===== src/rtl/chunk_processor_stream.sv =====
// rtl/chunk_processor_stream.sv - registered chunk interpolator/upscaler with serialised output
//
// Accepts a (last, current) chunk pair per handshake, builds an interpolated
// chunk (AVG / HOLD / BYPASS), upscales both chunks horizontally by SCALE and
// emits them as one or two beats: interpolated chunk first, then current chunk.
//
// Ports:
//   clk, resetn        clock, synchronous active-low reset
//   in_last, in_cur    previous-frame and current-frame chunks (pixel i at [i*PW +: PW])
//   in_mode            00 AVG, 01 HOLD, 10 BYPASS, 11 AVG
//   in_sof             start-of-frame tag for the pair
//   in_valid/in_ready  input pair handshake
//   out_data           upscaled chunk (CHUNK_PIX*SCALE pixels)
//   out_is_interp      beat carries the interpolated chunk
//   out_sof/out_last   first beat of an sof pair / final beat of a pair
//   out_valid/out_ready output beat handshake
module chunk_processor_stream #(
  parameter int COMP_W    = 8,
  parameter int CHANNELS  = 3,
  parameter int CHUNK_PIX = 4,
  parameter int SCALE     = 2
) (
  input  logic                               clk,
  input  logic                               resetn,
  input  logic [CHUNK_PIX*COMP_W*CHANNELS-1:0]       in_last,
  input  logic [CHUNK_PIX*COMP_W*CHANNELS-1:0]       in_cur,
  input  logic [1:0]                         in_mode,
  input  logic                               in_sof,
  input  logic                               in_valid,
  output logic                               in_ready,
  output logic [CHUNK_PIX*SCALE*COMP_W*CHANNELS-1:0] out_data,
  output logic                               out_is_interp,
  output logic                               out_sof,
  output logic                               out_last,
  output logic                               out_valid,
  input  logic                               out_ready
);

  localparam int PW = COMP_W * CHANNELS;
  localparam int IW = CHUNK_PIX * PW;
  localparam int OW = IW * SCALE;

  typedef enum logic [1:0] {IDLE, INTERP, CUR} state_t;

  state_t        state, state_n;
  logic [IW-1:0] cur_q, interp_q, interp_c;
  logic          sof_q, bypass_q;
  logic          in_bypass, in_hold, accept;

  assign in_bypass = (in_mode == 2'b10);
  assign in_hold   = (in_mode == 2'b01);

  // out_ready feeds in_ready directly so a new pair can be taken while the
  // final beat of the previous pair leaves, giving back-to-back beats.
  assign in_ready = resetn & ((state == IDLE) | ((state == CUR) & out_ready));
  assign accept   = in_valid & in_ready;

  // (a + b + 1) >> 1 without a carry bit: halve each operand, then add the
  // round-up term, which is 1 whenever either low bit is set.
  function automatic logic [COMP_W-1:0] avg_comp(input logic [COMP_W-1:0] a,
                                                 input logic [COMP_W-1:0] b);
    avg_comp = (a >> 1) + (b >> 1) + COMP_W'(a[0] | b[0]);
  endfunction

  // Nearest-neighbour horizontal duplication: output pixel j = source pixel j/SCALE.
  function automatic logic [OW-1:0] upscale(input logic [IW-1:0] src);
    for (int j = 0; j < CHUNK_PIX * SCALE; j++) begin
      upscale[j*PW +: PW] = src[(j / SCALE) * PW +: PW];
    end
  endfunction

  always_comb begin
    interp_c = in_last;
    if (!in_hold) begin
      for (int k = 0; k < CHUNK_PIX * CHANNELS; k++) begin
        interp_c[k*COMP_W +: COMP_W] = avg_comp(in_last[k*COMP_W +: COMP_W],
                                                in_cur[k*COMP_W +: COMP_W]);
      end
    end
  end

  always_ff @(posedge clk) begin
    if (!resetn) begin
      state    <= IDLE;
      cur_q    <= '0;
      interp_q <= '0;
      sof_q    <= 1'b0;
      bypass_q <= 1'b0;
    end else begin
      state <= state_n;
      if (accept) begin
        cur_q    <= in_cur;
        interp_q <= interp_c;
        sof_q    <= in_sof;
        bypass_q <= in_bypass;
      end
    end
  end

  always_comb begin
    state_n = state;
    case (state)
      IDLE: begin
        if (accept) state_n = in_bypass ? CUR : INTERP;
      end
      INTERP: begin
        if (out_ready) state_n = CUR;
      end
      CUR: begin
        if (out_ready) begin
          if (accept) state_n = in_bypass ? CUR : INTERP;
          else        state_n = IDLE;
        end
      end
      default: state_n = IDLE;
    endcase
  end

  always_comb begin
    out_valid     = 1'b0;
    out_is_interp = 1'b0;
    out_sof       = 1'b0;
    out_last      = 1'b0;
    out_data      = '0;
    case (state)
      INTERP: begin
        out_valid     = 1'b1;
        out_is_interp = 1'b1;
        out_sof       = sof_q;
        out_data      = upscale(interp_q);
      end
      CUR: begin
        out_valid = 1'b1;
        out_last  = 1'b1;
        // In BYPASS the current chunk is the first beat, so it carries sof.
        out_sof   = sof_q & bypass_q;
        out_data  = upscale(cur_q);
      end
      default: ;
    endcase
  end

endmodule


===== config.mk =====
export PLATFORM = sky130hd
export DESIGN_NAME = chunk_processor_stream
export DESIGN_NICKNAME = d
export VERILOG_FILES = /design/src/rtl/chunk_processor_stream.sv
export SDC_FILE = /design/constraint.sdc
export NUM_CORES = 1
export LEC_CHECK = 0
export ABC_AREA = 1
export CAP_MARGIN = 20
export CORE_MARGIN = 1
export CORE_UTILIZATION = 30
export DETAILED_ROUTE_END_ITERATION = 8
export PLACE_DENSITY_LB_ADDON = 0.15
export RECOVER_POWER = 50
export SLEW_MARGIN = 20
export SYNTH_ARGS = -nofsm -noshare
export SYNTH_HDL_FRONTEND = slang
export SYNTH_SLANG_ARGS = --single-unit

===== constraint.sdc =====
create_clock -name clk -period 3.1 [get_ports clk]
set_input_delay 0.93 -clock clk [delete_from_list [all_inputs] [get_ports clk]]
set_output_delay 0.93 -clock clk [all_outputs]
set_load 0.1 [all_outputs]

Yosys cells after proc, flatten, opt, wreduce, memory -nomap -nowiden
Cells that the tools add are included.
{ "word_totals": {"ff_bits": 196, "in_bits": 199, "wordCells": 68} }
{ "classes": {"muxes": 12, "addsub": 24, "reduce_logical": 3, "eq_ne": 7, "n_bitwise": 17} }
{ "ops": {"columns": ["cell", "count"], "rows": [
  ["192-bit one-hot mux with 2 select lines", 1],
  ["7-bit by 7-bit adder with 8-bit output", 12],
  ["8-bit by 1-bit adder with 8-bit output", 12],
  ["96-bit two-way mux", 1],
  ["1-bit OR", 13],
  ["2-bit two-way mux", 5],
  ["2-bit != test (second input constant)", 3],
  ["2-bit one-hot mux with 3 select lines", 1],
  ["1-bit bitwise AND", 4],
  ["2-bit by 1-bit == test with 1-bit output (second input constant)", 2],
  ["2-bit == test (second input constant)", 2],
  ["1-bit two-way mux", 3],
  ["3-bit AND reduction", 1],
  ["2-bit logical NOT", 1],
  ["1-bit one-hot mux with 2 select lines", 1],
  ["2-bit OR reduction", 1]
]} }

Depth between registers and ports, before layout
Gate-level depths: netlist of the first run.
{ "depth": {"ltp_word": 8, "mapped_depth": 12} }

Least setup slack after synthesis of the first run
No wires, ideal clock.
{ "synth_path": {"kind": "flip-flop to output port", "start": "register state[0]", "end": "output port out_sof", "slack_ns": -4.209, "t_required_ns": 2.170, "arrival_ns": 6.379, "path_stages_with_launch": 5, "path_cell_list": "dfxtp_1 > inv_1 > ha_1 > clkinv_1 > a2111oi_0"} }
{ "synth_between": {"elab_chain_len": 2} }
{ "synth_rtl": {"columns": ["element", "line", "text"], "rows": [
  ["from (decl)", "45", "state_t state, state_n;"],
  ["from (signal assigned)", "90", "state <= state_n;"],
  ["2-bit == test / 2-bit by 1-bit == test with 1-bit output (equally long branches)", "125", "case (state)"],
  ["1-bit one-hot mux with 2 select lines *", "125", null],
  ["to (decl)", "33", "output logic out_sof,"]
]} }
Mark *: on every way between the ends. The rest lies on a longest branch, timed or not.

Final worst setup path of the first run
{ "layout_path": {"start": "register state[0]", "end": "output port out_data[42]"} }
{ "layout_between": {"elab_chain_len": 2} }
{ "layout_rtl": {"columns": ["element", "line", "text"], "rows": [
  ["2-bit == test / 2-bit by 1-bit == test with 1-bit output (equally long branches)", "125", null],
  ["192-bit one-hot mux with 2 select lines *", "125", null],
  ["to (decl)", "31", "output logic [CHUNK_PIX*SCALE*COMP_W*CHANNELS-1:0] out_data,"]
]} }
Marked as above.

==> results of run 1 <==
==> final cells by class <==
| type | count | area share, % |
|---|---|---|
| clock inverter | 12 | 0.6067 |
| multi-input combinational | 1506 | 41.71 |
| clock buffer | 20 | 2.150 |
| sequential | 196 | 18.51 |
| timing repair buffer | 431 | 30.14 |
| inverter | 176 | 3.281 |
| timing repair inverter | 1 | 0.07658 |
| tap | 592 | 3.487 |
| antenna | 3 | 0.03534 |
==> state kept, by name (all words and copies together), names as in the netlist <==
register  cells
sof_q         1
bypass_q      1
interp_q     96
state         2
cur_q        96
==> worst paths after layout <==
kind,depth (start not counted),slack [ns],endpoint,from
max,6,0.08,out_data[42],state[0]$_SDFFE_PN0P_
min reg2reg,2,0.47,cur_q[35]$_SDFFE_PN0P_,cur_q[35]$_SDFFE_PN0P_
min,2,0.47,cur_q[35]$_SDFFE_PN0P_,cur_q[35]$_SDFFE_PN0P_
max reg2reg,10,0.32,interp_q[50]$_SDFFE_PN0P_,state[0]$_SDFFE_PN0P_
==> cell usage after synthesis, drive strengths merged <==
| cell type | number | area share, % |
|---|---|---|
| o211ai | 11 | 0.61 |
| a21oi | 149 | 5.5 |
| a2111oi | 1 | 0.065 |
| dfxtp | 196 | 29 |
| a31oi | 7 | 0.32 |
| nand2 | 661 | 18 |
| clkbuf | 49 | 1.4 |
| ha | 76 | 7.0 |
| or2 | 31 | 1.4 |
| nor3 | 12 | 0.44 |
| inv | 174 | 4.8 |
| a211oi | 13 | 0.72 |
| nand3 | 239 | 8.9 |
| xor2 | 22 | 1.4 |
| fa | 24 | 3.5 |
| nand4 | 20 | 0.92 |
| buf | 162 | 8.0 |
| o21ai | 86 | 3.2 |
| nor2 | 147 | 4.1 |
| xnor2 | 3 | 0.19 |
| a311oi | 4 | 0.26 |
| clkinv | 2 | 0.055 |
==> power breakdown <==
part / internal, uW / leakage (uW) / switching, uW
logic: 1990 / 0.00702 / 4010
registers: 3020 / 0.00162 / 249
clock network: 1230 / 0.000294 / 1080
==> worst max-delay path, delay by kind of cell (launching register included) <==
kind	cells	cell delay (ns)
flip-flops	1	0.39
adder cells (fa/ha/maj)	1	0.33
buffers and inverters	4	0.68
AO/OA/AOI/OAI	1	0.21
==> metal layers <==
layer  vias up  global-route usage (%)
li1       7098                       -
met1      6513                   25.51
met2       294                   36.42
met3        32                   3.617
met4         0                   4.619
met5         -                       0
==> repair_timing <==
action | in CTS | in global routing
resized for setup | 2 | 2
buffers inserted | 7 | 3
endpoints found under the hold margin | 0 | 0
gates cloned | 2 | 1
pin swaps | 1 | 1
setup endpoints to repair | 184 | 23
==> through the flow <==
step	util, %	instance area, sq um	setup WS (ns)	hold WS [ns]
global route	47.82	21240	-0.0002218	0.4817
finish	47.82	21240	0.08380	0.4666
floorplan	-	16060	-0.08669	0.4433
CTS	47.88	21270	0.003182	0.4686
global placement	46.26	20540	-0.01873	0.4526
detailed placement	46.26	20540	-0.009414	0.4569
==> cell families after synthesis <==
group	synth area share (%)
fa+ha+maj	10.55
buf+inv	14.21
flops	28.92
simple gates	34.04
xor+xnor	1.614
compound gates	10.67
==> metrics.txt, run 1 <==
outcome=finished, final reports clean; chip height=approximately 210 um; Placement Rows=77; clk_lat worst skew=between 0.4 and 0.5 ns; Post-Synthesis Cells=2089; period utilization=a little over nine tenths; fmax=roughly 330 MHz; most common cell after layout, fill and taps aside=nand2_1; Req. time, crit path=2.17 ns; Worst Path Max Fanout=11; Hold Crit Class=flop to flop; input/output buffers=~400; cell breakdown of the critical path=inv_4, ha_4, clkinv_16, bufbuf_16, a21oi_4, buf_12; iteration-0 DRC count of the detailed router=660; Setup Viol. Count Final=0; fillcell total=around 4300; initial core utilization=a little under a third; Layout area overhead=56.55%; Final Hold Fails=0; Yosys warning total=0; metal3 WL=about 1.8 mm; number of CTS-inserted buffers=17; Yosys cell types=30; vias in the first global route=roughly 14000; core box area=between 0.04 and 0.05 sq mm; final WL=around 47 mm; CTS Root Cell=clkbuf_16; Cell Area, Synth=around 0.014 sq mm; via count=13940; Seq/Total Area, Yosys=28.92%; Clock transition at path regs=around 0.07 ns; Layout Nets=approximately 2600; Least-Margin Pin Slew=between 1 and 1.5 ns; Setup CP Type=flop to output pin; Max IR drop VDD=between 0.3 and 0.4 mV; die area=around 0.046 sq mm; CTS tree=built; syn avg cell area=6.495 sq um; HPWL after DPL=between 30 and 40 mm; skew final=0.01143 ns; total power per unit cell area=545.4 mW/mm^2; Storage cell area=0.003931 sq mm; max-cap violations=0; chip width=about 210 um; clk buf depth=2; DP Cell Count=between 2000 and 3000; largest net degree at the start of global routing=approximately 110; commonest cells after routing, fill and taps aside=nand2_1, nand3_1, buf_12, dfxtp_1, clkdlybuf4s50_1; met1 WL=21.42 mm; CP max stage cell=dfxtp_4; DRC violations left=0; Crit path largest cell delay=a little under 0.4 ns; layout cells sized above 1=about 17%; clock sinks=approximately 200; area of the multi-input gates=0.008860 sq mm; Tmin final=around 3.0 ns; first-pass GRT wire length=75.21 mm; relative slew slack=about a fifth; TNS Setup=0 ns; Non-Filler Instances=between 2000 and 3000; Post-Syn Nets=roughly 2400; length of routed met2 wiring=23.52 mm; highest routed layer=met4; DR vias/cell=about 4.7; GRT Overall Usage=20.48%; number of I/O pins=around 400; GR Overflow Total=0; cts hold-fix bufs=0; TritonRoute pass-1 iters=5; RD Place Congestion=0.8444; Pleak=slightly below 0.009 uW; CP startpoint kind=flop; H-tree Lvls=4; WL per Instance=16.11 um; Setup crit end kind=output pin; Yosys reg bits=around 200; post-route antenna net violation count=0; crit path DAT=~2.1 ns; initial antenna violation count=3; Pwr Total=roughly 12000 uW; Final Max Slew Viols=0
(Power assumes the default switching activity.)
==> run 2: changes to the inputs <==
--- a/config.mk
+++ b/config.mk
@@ -7,10 +7,12 @@
 export LEC_CHECK = 0
 export ABC_AREA = 1
 export CAP_MARGIN = 20
+export CELL_PAD_IN_SITES_DETAIL_PLACEMENT = 0
+export CELL_PAD_IN_SITES_GLOBAL_PLACEMENT = 1
 export CORE_MARGIN = 1
 export CORE_UTILIZATION = 30
 export DETAILED_ROUTE_END_ITERATION = 8
-export PLACE_DENSITY_LB_ADDON = 0.15
+export PLACE_DENSITY = 0.78
 export RECOVER_POWER = 50
 export SLEW_MARGIN = 20
 export SYNTH_ARGS = -nofsm -noshare
==> constraint.sdc (replaced) <==
create_clock -name clk -period 3.6 [get_ports clk]
set_input_delay 1.08 -clock clk [delete_from_list [all_inputs] [get_ports clk]]
set_output_delay 1.08 -clock clk [all_outputs]
set_load 0.1 [all_outputs]
==> run 2 against run 1 <==
The flow now finishes with violations (capacitance limit, slew limit). Sequential power down 14%. First-iteration DRC count rose by 31%. Non-clock buffer count shrank 14. Wire length decreased by 3.0%. Register-to-register slack better by 0.17 ns. Clock power shrank 13%. Via count up 0.16%.
==> metrics.txt, run 2 (same netlist as run 1, synthesis figures left out) <==
Hold Crit Class=flop to flop; Placement Rows=77 (unchanged); layout cells sized above 1=16.58% (-0.84 points); GRT Overall Usage=19.82% (-0.66 points); number of CTS-inserted buffers=17 (unchanged); chip height=214.7 um (unchanged); Clock transition at path regs=0.07 ns (about the same); Hold Crit Depth=2 (unchanged); WL per Instance=15.75 um (-2.3%); Req. time, crit path=2.52 ns (+0.35 ns); TritonRoute pass-1 iters=7 (+2); Setup crit end kind=output pin; CP startpoint kind=flop; die area=0.04608 sq mm (unchanged); Setup CP Type=flop to output pin; vias in the first global route=13710 (+0.58%); skew final=0.01102 ns (-0.0004149 ns); Worst Hold Launch=cur_q[46]$_SDFFE_PN0P_; CTS tree=built; DRC violations left=0 (unchanged); GR Overflow Total=0 (unchanged); first-pass GRT wire length=73.86 mm (-1.8%); Reg2Reg Depth=10 (unchanged); Setup Viol. Count Final=0 (unchanged); CTS Root Cell=clkbuf_16; Pleak=0.008822 uW (-1.2%); Tmin final=3.393 ns; RD Place Congestion=0.8138 (-3.6%); Least-Margin Pin Slew=1.521 ns (+0.3393 ns); largest net degree at the start of global routing=122 (+16%); Int Pwr=5306 uW (-15%); post-route antenna net violation count=0 (unchanged); number of I/O pins=396 (unchanged); clock sinks=196 (unchanged); DR vias/cell=4.790 (+0.95%); commonest cells after routing, fill and taps aside=nand2_1, nand3_1, buf_12, dfxtp_1, clkdlybuf4s50_1; via count=13960 (+0.16%); fillcell total=4346 (+0.35%); iteration-0 DRC count of the detailed router=866 (+31%); fmax=between 200 and 300 MHz; outcome=finished, violations left; top flop regs=cur_q (96), interp_q (96), state (2); sw frac=45.58% (-0.48 points); most common cell after layout, fill and taps aside=nand2_1; input/output buffers=395 (unchanged); Worst Hold Path EP=cur_q[46]$_SDFFE_PN0P_; flop-to-flop setup slack=0.49 ns (+0.17 ns); clock network power share=20.7% (+0.7 points); Sequential Power Share=28.8% (+0.6 points); post_cts resized=0 (-2); chip width=214.7 um (unchanged); Setup Buffers After CTS=0 (-7); cts hold-fix bufs=0 (unchanged); Max IR drop VDD=0.7566 mV (+99%); Layout Nets=2613 (-0.57%); Final Hold Fails=0 (unchanged); clk_lat worst skew=0.46 ns (about the same); core box area=0.04441 sq mm (unchanged); worst setup margin=0.2070 ns (+0.1232 ns); crit path DAT=2.31 ns (+0.22 ns); Worst Path Max Fanout=44 (+33); final WL=45.88 mm (-3.0%); Layout area overhead=54.86%; TNS Setup=0 ns (unchanged); pre-CTS setup slack=0.3659 ns (+0.3753 ns); period utilization=between 90% and 100%; clk buf depth=2 (unchanged); RR Endpoint=interp_q[18]$_SDFFE_PN0P_; HPWL after DPL=32.25 mm (-4.3%); failing checks=capacitance limit, slew limit; initial core utilization=30.55% (unchanged); initial antenna violation count=0 (-3); Antenna diodes=0 (-3); unrepaired setup endpoints after global routing=false; combinational fraction of design power=50.5% (-1.3 points); Final Max Slew Viols=65 (+65); max-cap violations=1 (+1); reg2reg start=state[0]$_SDFFE_PN0P_; H-tree Lvls=4 (unchanged); sw power=4445 uW (-17%); relative slew slack=-1.382% (-23 points); total power per unit cell area=464.1 mW/mm^2 (-15%)
==> run 2: cell types whose count changed in the layout (fill, tap and decap cells not counted), sizes merged, moves of 2 or more <==
| cell | previous run | this run |
|---|---|---|
| buf | 226 | 215 |
| clkdlybuf4s50 | 192 | 194 |
| clkinv | 10 | 3 |
| clkinvlp | 2 | 0 |
| diode | 3 | 0 |
| dlygate4sd3 | 5 | 3 |
==> run 2: layout make-up <==
cell class | instances | area (sq um) | share of cell area [%]
flip-flops and latches | 196 | 3924 | 18.67
repair buffers | 417 | 6210 | 29.55
inverters | 176 | 680.7 | 3.239
multi-input cells | 1506 | 8862 | 42.18
clock buffers | 22 | 494.2 | 2.352
clock inverters | 5 | 100.1 | 0.4764
well taps | 592 | 740.7 | 3.525
==> run 2: through the flow <==
stage,hold slack (ns),instances,power [uW],utilization (%),instance area [sq um]
4_1_cts,0.4665,2914,9866,47.43,21070
6_report,0.4645,2914,9751,47.31,21010
5_1_grt,0.4838,2914,10310,47.31,21010
3_5_place_dp,0.4565,2887,7810,46.09,20470
2_1_floorplan,0.4433,2089,6370,-,15450
3_3_place_gp,0.4522,2887,7763,46.09,20470
==> run 2: power by group through the flow <==
stage          Clock (uW)  Sequential [uW]  Combinational [uW]
3_3_place_gp            0             2840                4920
4_1_cts              2070             2810                4980
5_1_grt              2160             2870                5290
6_report             2020             2810                4920
2_1_floorplan           0             2810                3570
3_5_place_dp            0             2860                4950
==> run 2: worst max path at each step <==
stage	startpoint	end	slack, ns	depth (start not counted)
detailed placement	in_last[41]	interp_q[46]$_SDFFE_PN0P_	0.37	12
CTS	state[1]$_SDFFE_PN0P_	out_data[9]	0.007	6
finish	state[1]$_SDFFE_PN0P_	out_data[83]	0.21	6
global placement	in_last[81]	interp_q[86]$_SDFFE_PN0P_	0.36	12
global route	state[1]$_SDFFE_PN0P_	out_data[96]	0.11	6
floorplan	state[0]$_SDFFE_PN0P_	out_data[121]	0.007	7
==> run 2: worst max-delay path, stage by stage, from the launching register on <==
cell     delay (ns)
dfxtp_1        0.42
inv_1          0.15
ha_4           0.36
inv_16         0.15
buf_12         0.26
a21oi_4        0.24
buf_12         0.21
==> run 2: routing by layer <==
layer,GRT usage (%),wire [um],vias up
met5,0,0,-
met4,4.571,614,0
met3,3.972,2212,32
met2,33.58,22210,371
met1,25.71,20850,6505
li1,-,-,7051
